`config.mk`:
```
export PLATFORM = sky130hd
export DESIGN_NAME = uart_tx_sched
export DESIGN_NICKNAME = d
export VERILOG_FILES = /design/src/rtl/uart_tx_sched.sv
export SDC_FILE = /design/constraint.sdc
export NUM_CORES = 1
export LEC_CHECK = 0
export CAP_MARGIN = 20
export CORE_ASPECT_RATIO = 1.5
export CORE_UTILIZATION = 30
export DETAILED_ROUTE_END_ITERATION = 10
export HOLD_SLACK_MARGIN = 0.03
export PLACE_DENSITY = 0.48
export SLEW_MARGIN = 20
export SYNTH_ARGS = -nofsm -noshare
export SYNTH_HDL_FRONTEND = slang
export SYNTH_SLANG_ARGS = --single-unit
```
`constraint.sdc`:
```
create_clock -name clk -period 3.1 [get_ports clk]
set_input_delay 0.465 -clock clk [delete_from_list [all_inputs] [get_ports clk]]
set_output_delay 0.465 -clock clk [all_outputs]
set_load 0.005 [all_outputs]
```
`src/rtl/uart_tx_sched.sv`:
```
// rtl/uart_tx_sched.sv - round-robin transmit scheduler for the UART frame generator
// Grants one of two byte sources per frame, then paces the frame with bit-period ticks.
module uart_tx_sched #(
    parameter int CLKS_PER_BIT = 434,
    parameter int BUSY_TIMEOUT = 8
) (
    input  logic       clk,
    input  logic       rst,
    input  logic       req0,
    input  logic [7:0] data0,
    input  logic       req1,
    input  logic [7:0] data1,
    input  logic       cfg_parity,
    input  logic       cfg_8bit,
    input  logic       fg_busy,
    output logic       ack0,
    output logic       ack1,
    output logic [7:0] fg_data,
    output logic       fg_enable,
    output logic       fg_sw0,
    output logic       fg_sw1,
    output logic       fg_delay_done,
    output logic       tx_active,
    output logic       err_timeout
);
    typedef enum logic [2:0] {IDLE, START, WAIT_BUSY, SEND, DRAIN} state_t;

    localparam logic [15:0] BAUD_LAST  = 16'(CLKS_PER_BIT - 1);
    localparam logic [7:0]  TMO_LIMIT  = 8'(BUSY_TIMEOUT);
    localparam logic [3:0]  LAST_TICK  = 4'd10;

    state_t      state_q, state_d;
    logic [15:0] baud_q, baud_d;
    logic [3:0]  tick_cnt_q, tick_cnt_d;
    logic [7:0]  tmo_q, tmo_d;
    logic        last_grant_q, last_grant_d;
    logic        ack0_q, ack0_d, ack1_q, ack1_d;
    logic [7:0]  fg_data_q, fg_data_d;
    logic        fg_enable_q, fg_enable_d;
    logic        fg_sw0_q, fg_sw0_d, fg_sw1_q, fg_sw1_d;
    logic        fg_delay_done_q, fg_delay_done_d;
    logic        tx_active_q, tx_active_d;
    logic        err_timeout_q, err_timeout_d;

    logic [7:0]  tmo_inc;
    logic        baud_term;
    logic        grant1;

    assign tmo_inc   = tmo_q + 8'd1;
    assign baud_term = (baud_q == BAUD_LAST);

    always_comb begin
        state_d         = state_q;
        baud_d          = baud_q;
        tick_cnt_d      = tick_cnt_q;
        tmo_d           = tmo_q;
        last_grant_d    = last_grant_q;
        ack0_d          = 1'b0;
        ack1_d          = 1'b0;
        fg_enable_d     = 1'b0;
        fg_delay_done_d = 1'b0;
        fg_data_d       = fg_data_q;
        fg_sw0_d        = fg_sw0_q;
        fg_sw1_d        = fg_sw1_q;
        err_timeout_d   = err_timeout_q;
        // On a tie the source that did not win last time gets the frame
        grant1          = (req0 && req1) ? !last_grant_q : req1;

        case (state_q)
            IDLE: begin
                if (req0 || req1) begin
                    fg_data_d     = grant1 ? data1 : data0;
                    fg_sw0_d      = cfg_parity;
                    fg_sw1_d      = cfg_8bit;
                    ack0_d        = !grant1;
                    ack1_d        = grant1;
                    fg_enable_d   = 1'b1;
                    last_grant_d  = grant1;
                    err_timeout_d = 1'b0;
                    state_d       = START;
                end
            end
            START: begin
                tmo_d   = 8'd0;
                state_d = WAIT_BUSY;
            end
            WAIT_BUSY: begin
                if (fg_busy) begin
                    baud_d     = 16'd0;
                    tick_cnt_d = 4'd0;
                    state_d    = SEND;
                end else if (tmo_inc == TMO_LIMIT) begin
                    err_timeout_d = 1'b1;
                    state_d       = IDLE;
                end else begin
                    tmo_d = tmo_inc;
                end
            end
            SEND: begin
                // Busy may drop together with the stop-bit tick, but not earlier
                if (!fg_busy && !(baud_term && tick_cnt_q == LAST_TICK)) begin
                    err_timeout_d = 1'b1;
                    state_d       = IDLE;
                end else if (baud_term) begin
                    baud_d          = 16'd0;
                    fg_delay_done_d = 1'b1;
                    tick_cnt_d      = tick_cnt_q + 4'd1;
                    if (tick_cnt_q == LAST_TICK) begin
                        tmo_d   = 8'd0;
                        state_d = DRAIN;
                    end
                end else begin
                    baud_d = baud_q + 16'd1;
                end
            end
            DRAIN: begin
                if (!fg_busy) begin
                    state_d = IDLE;
                end else if (tmo_inc == TMO_LIMIT) begin
                    err_timeout_d = 1'b1;
                    state_d       = IDLE;
                end else begin
                    tmo_d = tmo_inc;
                end
            end
            default: state_d = IDLE;
        endcase

        tx_active_d = (state_d != IDLE);
    end

    always_ff @(posedge clk or negedge rst) begin
        if (!rst) begin
            state_q         <= IDLE;
            baud_q          <= 16'd0;
            tick_cnt_q      <= 4'd0;
            tmo_q           <= 8'd0;
            last_grant_q    <= 1'b1;
            ack0_q          <= 1'b0;
            ack1_q          <= 1'b0;
            fg_data_q       <= 8'h00;
            fg_enable_q     <= 1'b0;
            fg_sw0_q        <= 1'b0;
            fg_sw1_q        <= 1'b0;
            fg_delay_done_q <= 1'b0;
            tx_active_q     <= 1'b0;
            err_timeout_q   <= 1'b0;
        end else begin
            state_q         <= state_d;
            baud_q          <= baud_d;
            tick_cnt_q      <= tick_cnt_d;
            tmo_q           <= tmo_d;
            last_grant_q    <= last_grant_d;
            ack0_q          <= ack0_d;
            ack1_q          <= ack1_d;
            fg_data_q       <= fg_data_d;
            fg_enable_q     <= fg_enable_d;
            fg_sw0_q        <= fg_sw0_d;
            fg_sw1_q        <= fg_sw1_d;
            fg_delay_done_q <= fg_delay_done_d;
            tx_active_q     <= tx_active_d;
            err_timeout_q   <= err_timeout_d;
        end
    end

    assign ack0          = ack0_q;
    assign ack1          = ack1_q;
    assign fg_data       = fg_data_q;
    assign fg_enable     = fg_enable_q;
    assign fg_sw0        = fg_sw0_q;
    assign fg_sw1        = fg_sw1_q;
    assign fg_delay_done = fg_delay_done_q;
    assign tx_active     = tx_active_q;
    assign err_timeout   = err_timeout_q;
endmodule

```
==> flow_summary.ini, run 1 <==
[drt]
wirelength_um = 5850
drt_first_pass_iters = 4
drtIter0Drc = 84
ant_nets = 0
viasPerCell = 4.96
drc = 0
post_drt_wl_per_cell_um = 14.2
via_count = 2050

[global_route]
antenna_found_initial = 0
grt_pass1_wl_um = 9880
grt_usage_pct = 14.1
grt_pass1_vias = 2070
grt_overflow_total = 0
grt_start_max_net_pins = 31

[sta]
hold_violations = 0
worst_slack_ns = 0.512
tightest_slew_ns = 0.711
setup_viol = 0
relSlewSlack_pct = 52.6
fin_crit_sh_pct = 83.5
fin_setup_tns_ns = 0
fin_skew_ns = 0.00343
final_max_slew_viol_count = 0
finalCriticalPeriod_ns = 2.59
fmax_ghz = 0.386
rsz0062_at_grt = false

[synth]
synth-seq-cells = 48
ys_seq_area_share_pct = 47.0
netlist-cell-type-count = 57
synthArstFlopShare_pct = 100
synth_edf_count = 0
ys_top_cells_by_area = dfrtp_1, nand2_1, xnor2_1
yosysWarnings = 0
synth_top_cell_by_area = dfrtp_1
yosys.area.top_type_share_pct = 46.0
synthFlopType = dfrtp_1
syn_avg_cell_area_um2 = 9.65
syn_inst = 265
syn-num-nets = 294
syn_area_um2 = 2560

[critical_path]
r2r_slack_ns = 0.51
rr_endpoint = baud_q[12]$_DFFE_PN0P_
path_max_fanout = 15
r2r-start = baud_q[1]$_DFFE_PN0P_
crit_arrival_ns = 2.77
reg2reg_depth = 8
crit_required_ns = 3.28
worstSetupStartpointType = flop
cp-end-kind = flop
worstSetupPathType = flop to flop

[placed_design]
dpl.hpwl_um = 4510
place_ws_ns = 0.518
portBuffers = 38
place.gp.congestion = 0.789

[die]
io_pins = 39
die_h_um = 115
core_um2 = 8160
die-width_um = 77.4
start_util_pct = 31.3
rows = 40
die_area_um2 = 8900

[clocking]
post-cts-setup-buffer-count = 0
cts_sinks = 48
cts_hold_buffers = 0
cts_max_level = 2
cts-root-buf = clkbuf_16
clkTransAtPathRegs_ns = 0.06
cts_made_buffers = 5
cts_resized = 0
clock_latency_ns = 0.28
cts_buffer_depth = 2
cts_tree = done

[job]
cap_violations = 0

[power]
leakage_uw = 0.00140
vdd_ir_drop_max_uv = 223
power_density_nw_per_um2 = 650

[cells_and_area]
finalNetCount = 336
area_growth_pct = 25.9
fillers = 819
diodes = 0
drive_above_1_share_pct = 8.77

[status]
status = completed

[min_path]
hold_path_class = primary input to asynchronous set/reset pin
==> cells by family (layout without fill, tap and decap cells) <==
logic type,Yosys count,after routing,share of synthesized area [%]
AND/OR/NAND/NOR,112,112,23.1
AO/OA/AOI/OAI,56,56,15.4
flip-flops,48,48,47.0
buffers and inverters,19,62,2.89
XOR/XNOR,15,15,5.14
multiplexers,9,9,3.57
adder cells (fa/ha/maj),6,6,2.94
==> layer usage <==
layer | vias up | global-route usage [%] | wire length [um]
li1 | 1032 | - | -
met2 | 30 | 27.3 | 3150
met4 | 0 | 5.28 | 92
met3 | 8 | 2.62 | 153
met1 | 980 | 15.1 | 2450
met5 | - | 0 | 0
==> state kept, by name, summed over array words and instances (netlist names) <==
register	count
fg_sw0	1
fg_enable	1
last_grant_q	1
fg_data	8
baud_q	16
ack0	1
tmo_q	8
tick_cnt_q	4
ack1	1
state_q	3
fg_sw1	1
fg_delay_done	1
tx_active	1
err_timeout	1
==> power breakdown <==
| group | switching (uW) | leakage [uW] | internal [uW] |
|---|---|---|---|
| sequential | 118 | 0.000636 | 765 |
| combinational | 324 | 0.000695 | 346 |
| clock | 217 | 0.0000712 | 322 |
==> synthesized netlist by cell type, types with 6 or more instances <==
library cell,count
nor2_1,21
mux2i_1,8
nand2_1,36
o21ai_1,12
a21oi_1,13
inv_1,8
nand3_1,10
ha_1,6
dfrtp_1,47
and3_1,6
xnor2_1,14
==> cells in the final DEF, fill, tap and decap left out, types with 2 or more instances in the layout <==
| master | netlist | routed |
|---|---|---|
| dfrtp_1 | 47 | 47 |
| clkdlybuf4s50_1 | 0 | 37 |
| nand2_1 | 36 | 36 |
| nor2_1 | 21 | 21 |
| xnor2_1 | 14 | 14 |
| a21oi_1 | 13 | 13 |
| o21ai_1 | 12 | 12 |
| nand3_1 | 10 | 10 |
| inv_1 | 8 | 8 |
| mux2i_1 | 8 | 8 |
| and3_1 | 6 | 6 |
| ha_1 | 6 | 6 |
| buf_4 | 0 | 6 |
| or3_1 | 5 | 5 |
| and2_1 | 5 | 5 |
| clkbuf_16 | 0 | 5 |
| nand4_1 | 4 | 4 |
| nand2b_1 | 4 | 4 |
| a21o_1 | 4 | 4 |
| nor3_1 | 4 | 4 |
| nor4_1 | 3 | 3 |
| a211oi_1 | 3 | 3 |
| inv_2 | 2 | 2 |
| o21ai_0 | 2 | 2 |
| a222oi_1 | 2 | 2 |
| nor3b_1 | 2 | 2 |
| a41oi_1 | 2 | 2 |
| a211o_1 | 2 | 2 |
| a22o_1 | 2 | 2 |
| o31ai_1 | 2 | 2 |
| clkbuf_1 | 4 | 2 |
==> worst max-delay path by stage <==
stage	depth (start not counted)	from	slack, ns	endpoint
finish	8	baud_q[1]$_DFFE_PN0P_	0.51	baud_q[12]$_DFFE_PN0P_
global route	8	baud_q[1]$_DFFE_PN0P_	0.37	baud_q[10]$_DFFE_PN0P_
CTS	8	baud_q[1]$_DFFE_PN0P_	0.49	baud_q[12]$_DFFE_PN0P_
detailed placement	8	baud_q[1]$_DFFE_PN0P_	0.52	baud_q[12]$_DFFE_PN0P_
global placement	8	baud_q[1]$_DFFE_PN0P_	0.56	baud_q[12]$_DFFE_PN0P_
floorplan	8	baud_q[1]$_DFFE_PN0P_	0.81	baud_q[12]$_DFFE_PN0P_
==> worst max-delay path, stage by stage (launching register included) <==
cell     delay [ns]
dfrtp_1        0.40
inv_1          0.06
ha_1           0.12
or4b_1         0.51
nor4_4         0.44
nand3_4        0.26
and2_4         0.24
or2_4          0.26
o41ai_2        0.19
==> layout make-up <==
class | count | area (um2) | share of cell area (%)
tap | 105 | 131 | 4.08
multi-input combinational | 198 | 1280 | 39.8
timing repair buffer | 44 | 420 | 13.1
inverter | 10 | 37.5 | 1.17
clock buffer | 8 | 146 | 4.55
sequential | 48 | 1200 | 37.4
==> per-stage QoR <==
step	instance area (um2)	hold WS, ns	utilization [%]	std cells	power (uW)
final	3220	0.231	39.4	413	2090
after CTS	3220	0.259	39.4	413	2130
after global routing	3220	0.294	39.4	413	2250
after detailed placement	3070	0.471	37.7	405	1580
after floorplan	2560	0.169	-	265	1250
after global placement	3070	0.460	37.7	405	1570
No activity file was read; power rests on OpenSTA's default activity.
==> run 2, diff against run 1 <==
Clock period 3.1 ns to 2.6 ns, I/O delays scaled along.
==> flow_summary.ini, run 2 (synthesized netlist as in run 1, its figures left out) <==
[clocking]
post-cts-setup-buffer-count = 0
cts_tree = done
cts_sinks = 48
cts_buffer_depth = 2
cts-root-buf = clkbuf_16
cts_made_buffers = 5
cts_max_level = 2
clkTransAtPathRegs_ns = 0.07
cts_hold_buffers = 0
clock_latency_ns = 0.29
cts_resized = 0

[global_route]
grt_start_max_net_pins = 31
grt_pass1_wl_um = 10500
antenna_found_initial = 0
grt_pass1_vias = 2119
grt_overflow_total = 0
grt_usage_pct = 15.0

[sta]
tightest_slew_ns = 0.673
fin_crit_sh_pct = 92.9
fin_skew_ns = 0.00525
rsz0062_at_grt = false
fmax_ghz = 0.414
finalCriticalPeriod_ns = 2.42
final_max_slew_viol_count = 0
setup_viol = 0
hold_violations = 0
hold_slack_ns = 0.135
fin_setup_tns_ns = 0
relSlewSlack_pct = 55.1

[die]
die_h_um = 115
start_util_pct = 31.3
rows = 40
core_um2 = 8160
io_pins = 39
die-width_um = 77.4
die_area_um2 = 8900

[cells_and_area]
final_cell_mix = dfrtp_1, clkdlybuf4s50_1, nand2_1
finalNetCount = 345
diodes = 0
mostFrequentLayoutCell = dfrtp_1
fillers = 821
drive_above_1_share_pct = 11.4
largest_register = baud_q
area_growth_pct = 28.5
largest_reg_flops = 16

[critical_path]
reg2reg_depth = 8
worstSetupStartpointType = flop
path_max_fanout = 8
worstSetupPathType = flop to flop
cp-end-kind = flop
crit_required_ns = 2.77
crit_arrival_ns = 2.59

[drt]
post_drt_wl_per_cell_um = 14.6
viasPerCell = 4.92
drt_first_pass_iters = 5
ant_nets = 0
wirelength_um = 6150
via_count = 2076
drtIter0Drc = 113
drc = 0

[min_path]
hold_path_class = primary input to asynchronous set/reset pin

[power]
vdd_ir_drop_max_uv = 286
leakage_uw = 0.00145
total_power_uw = 2530
power_density_nw_per_um2 = 771

[job]
cap_violations = 0

[status]
status = completed

[placed_design]
portBuffers = 38
dpl.hpwl_um = 4700
place.gp.congestion = 0.775
run 2: power breakdown:
group | internal [uW] | leakage, uW | switching [uW] | total, uW
Clock | 384 | 0.0000712 | 271 | 655
Sequential | 912 | 0.000636 | 135 | 1050
Combinational | 433 | 0.000741 | 396 | 829
Total | 1730 | 0.00145 | 802 | 2530
run 2: worst paths after layout:
path / endpoint / startpoint / slack (ns)
min in group clk: fg_data[4]$_DFFE_PN0P_ / fg_data[4]$_DFFE_PN0P_ / 0.49
worst min-delay path: fg_data[3]$_DFFE_PN0P_ / rst / 0.13
worst max register to register: tmo_q[3]$_DFFE_PN0P_ / baud_q[1]$_DFFE_PN0P_ / 0.18
worst min register to register: fg_data[4]$_DFFE_PN0P_ / fg_data[4]$_DFFE_PN0P_ / 0.49
worst max-delay path: tmo_q[3]$_DFFE_PN0P_ / baud_q[1]$_DFFE_PN0P_ / 0.18
max in group asynchronous: last_grant_q$_DFFE_PN1P_ / rst / 1.74
run 2: metrics by stage:
step           area, um2  setup WS [ns]  cells  util, %
2_1_floorplan       2560          0.313    265        -
3_3_place_gp        3140          0.202    414     38.5
3_5_place_dp        3140          0.158    414     38.5
4_1_cts             3290          0.162    422     40.3
5_1_grt             3290         0.0570    422     40.3
6_report            3290          0.185    422     40.3
run 2: per-layer routing:
layer | track usage [%] | wire length [um] | up-vias
li1 | - | - | 1045
met1 | 16.8 | 2630 | 997
met2 | 28.6 | 3320 | 29
met3 | 2.46 | 132 | 5
met4 | 4.53 | 76 | 0
met5 | 0 | 0 | -
run 2: worst max-delay path: stages, from the launching register on:
cell and delay, ns:
dfrtp_1 0.40, inv_1 0.06, ha_1 0.12, or4b_1 0.50, nor4_4 0.31, buf_4 0.20
a41oi_1 0.12, o21a_1 0.23, a221o_1 0.37
run 2: cell type report:
| class | count | area [um2] | share of cell area, % |
|---|---|---|---|
| Tap cell | 105 | 131 | 4.00 |
| Inverter | 10 | 37.5 | 1.14 |
| Clock buffer | 8 | 146 | 4.46 |
| Timing Repair Buffer | 53 | 488 | 14.9 |
| Sequential cell | 48 | 1200 | 36.6 |
| Multi-Input combinational cell | 198 | 1280 | 39.0 |
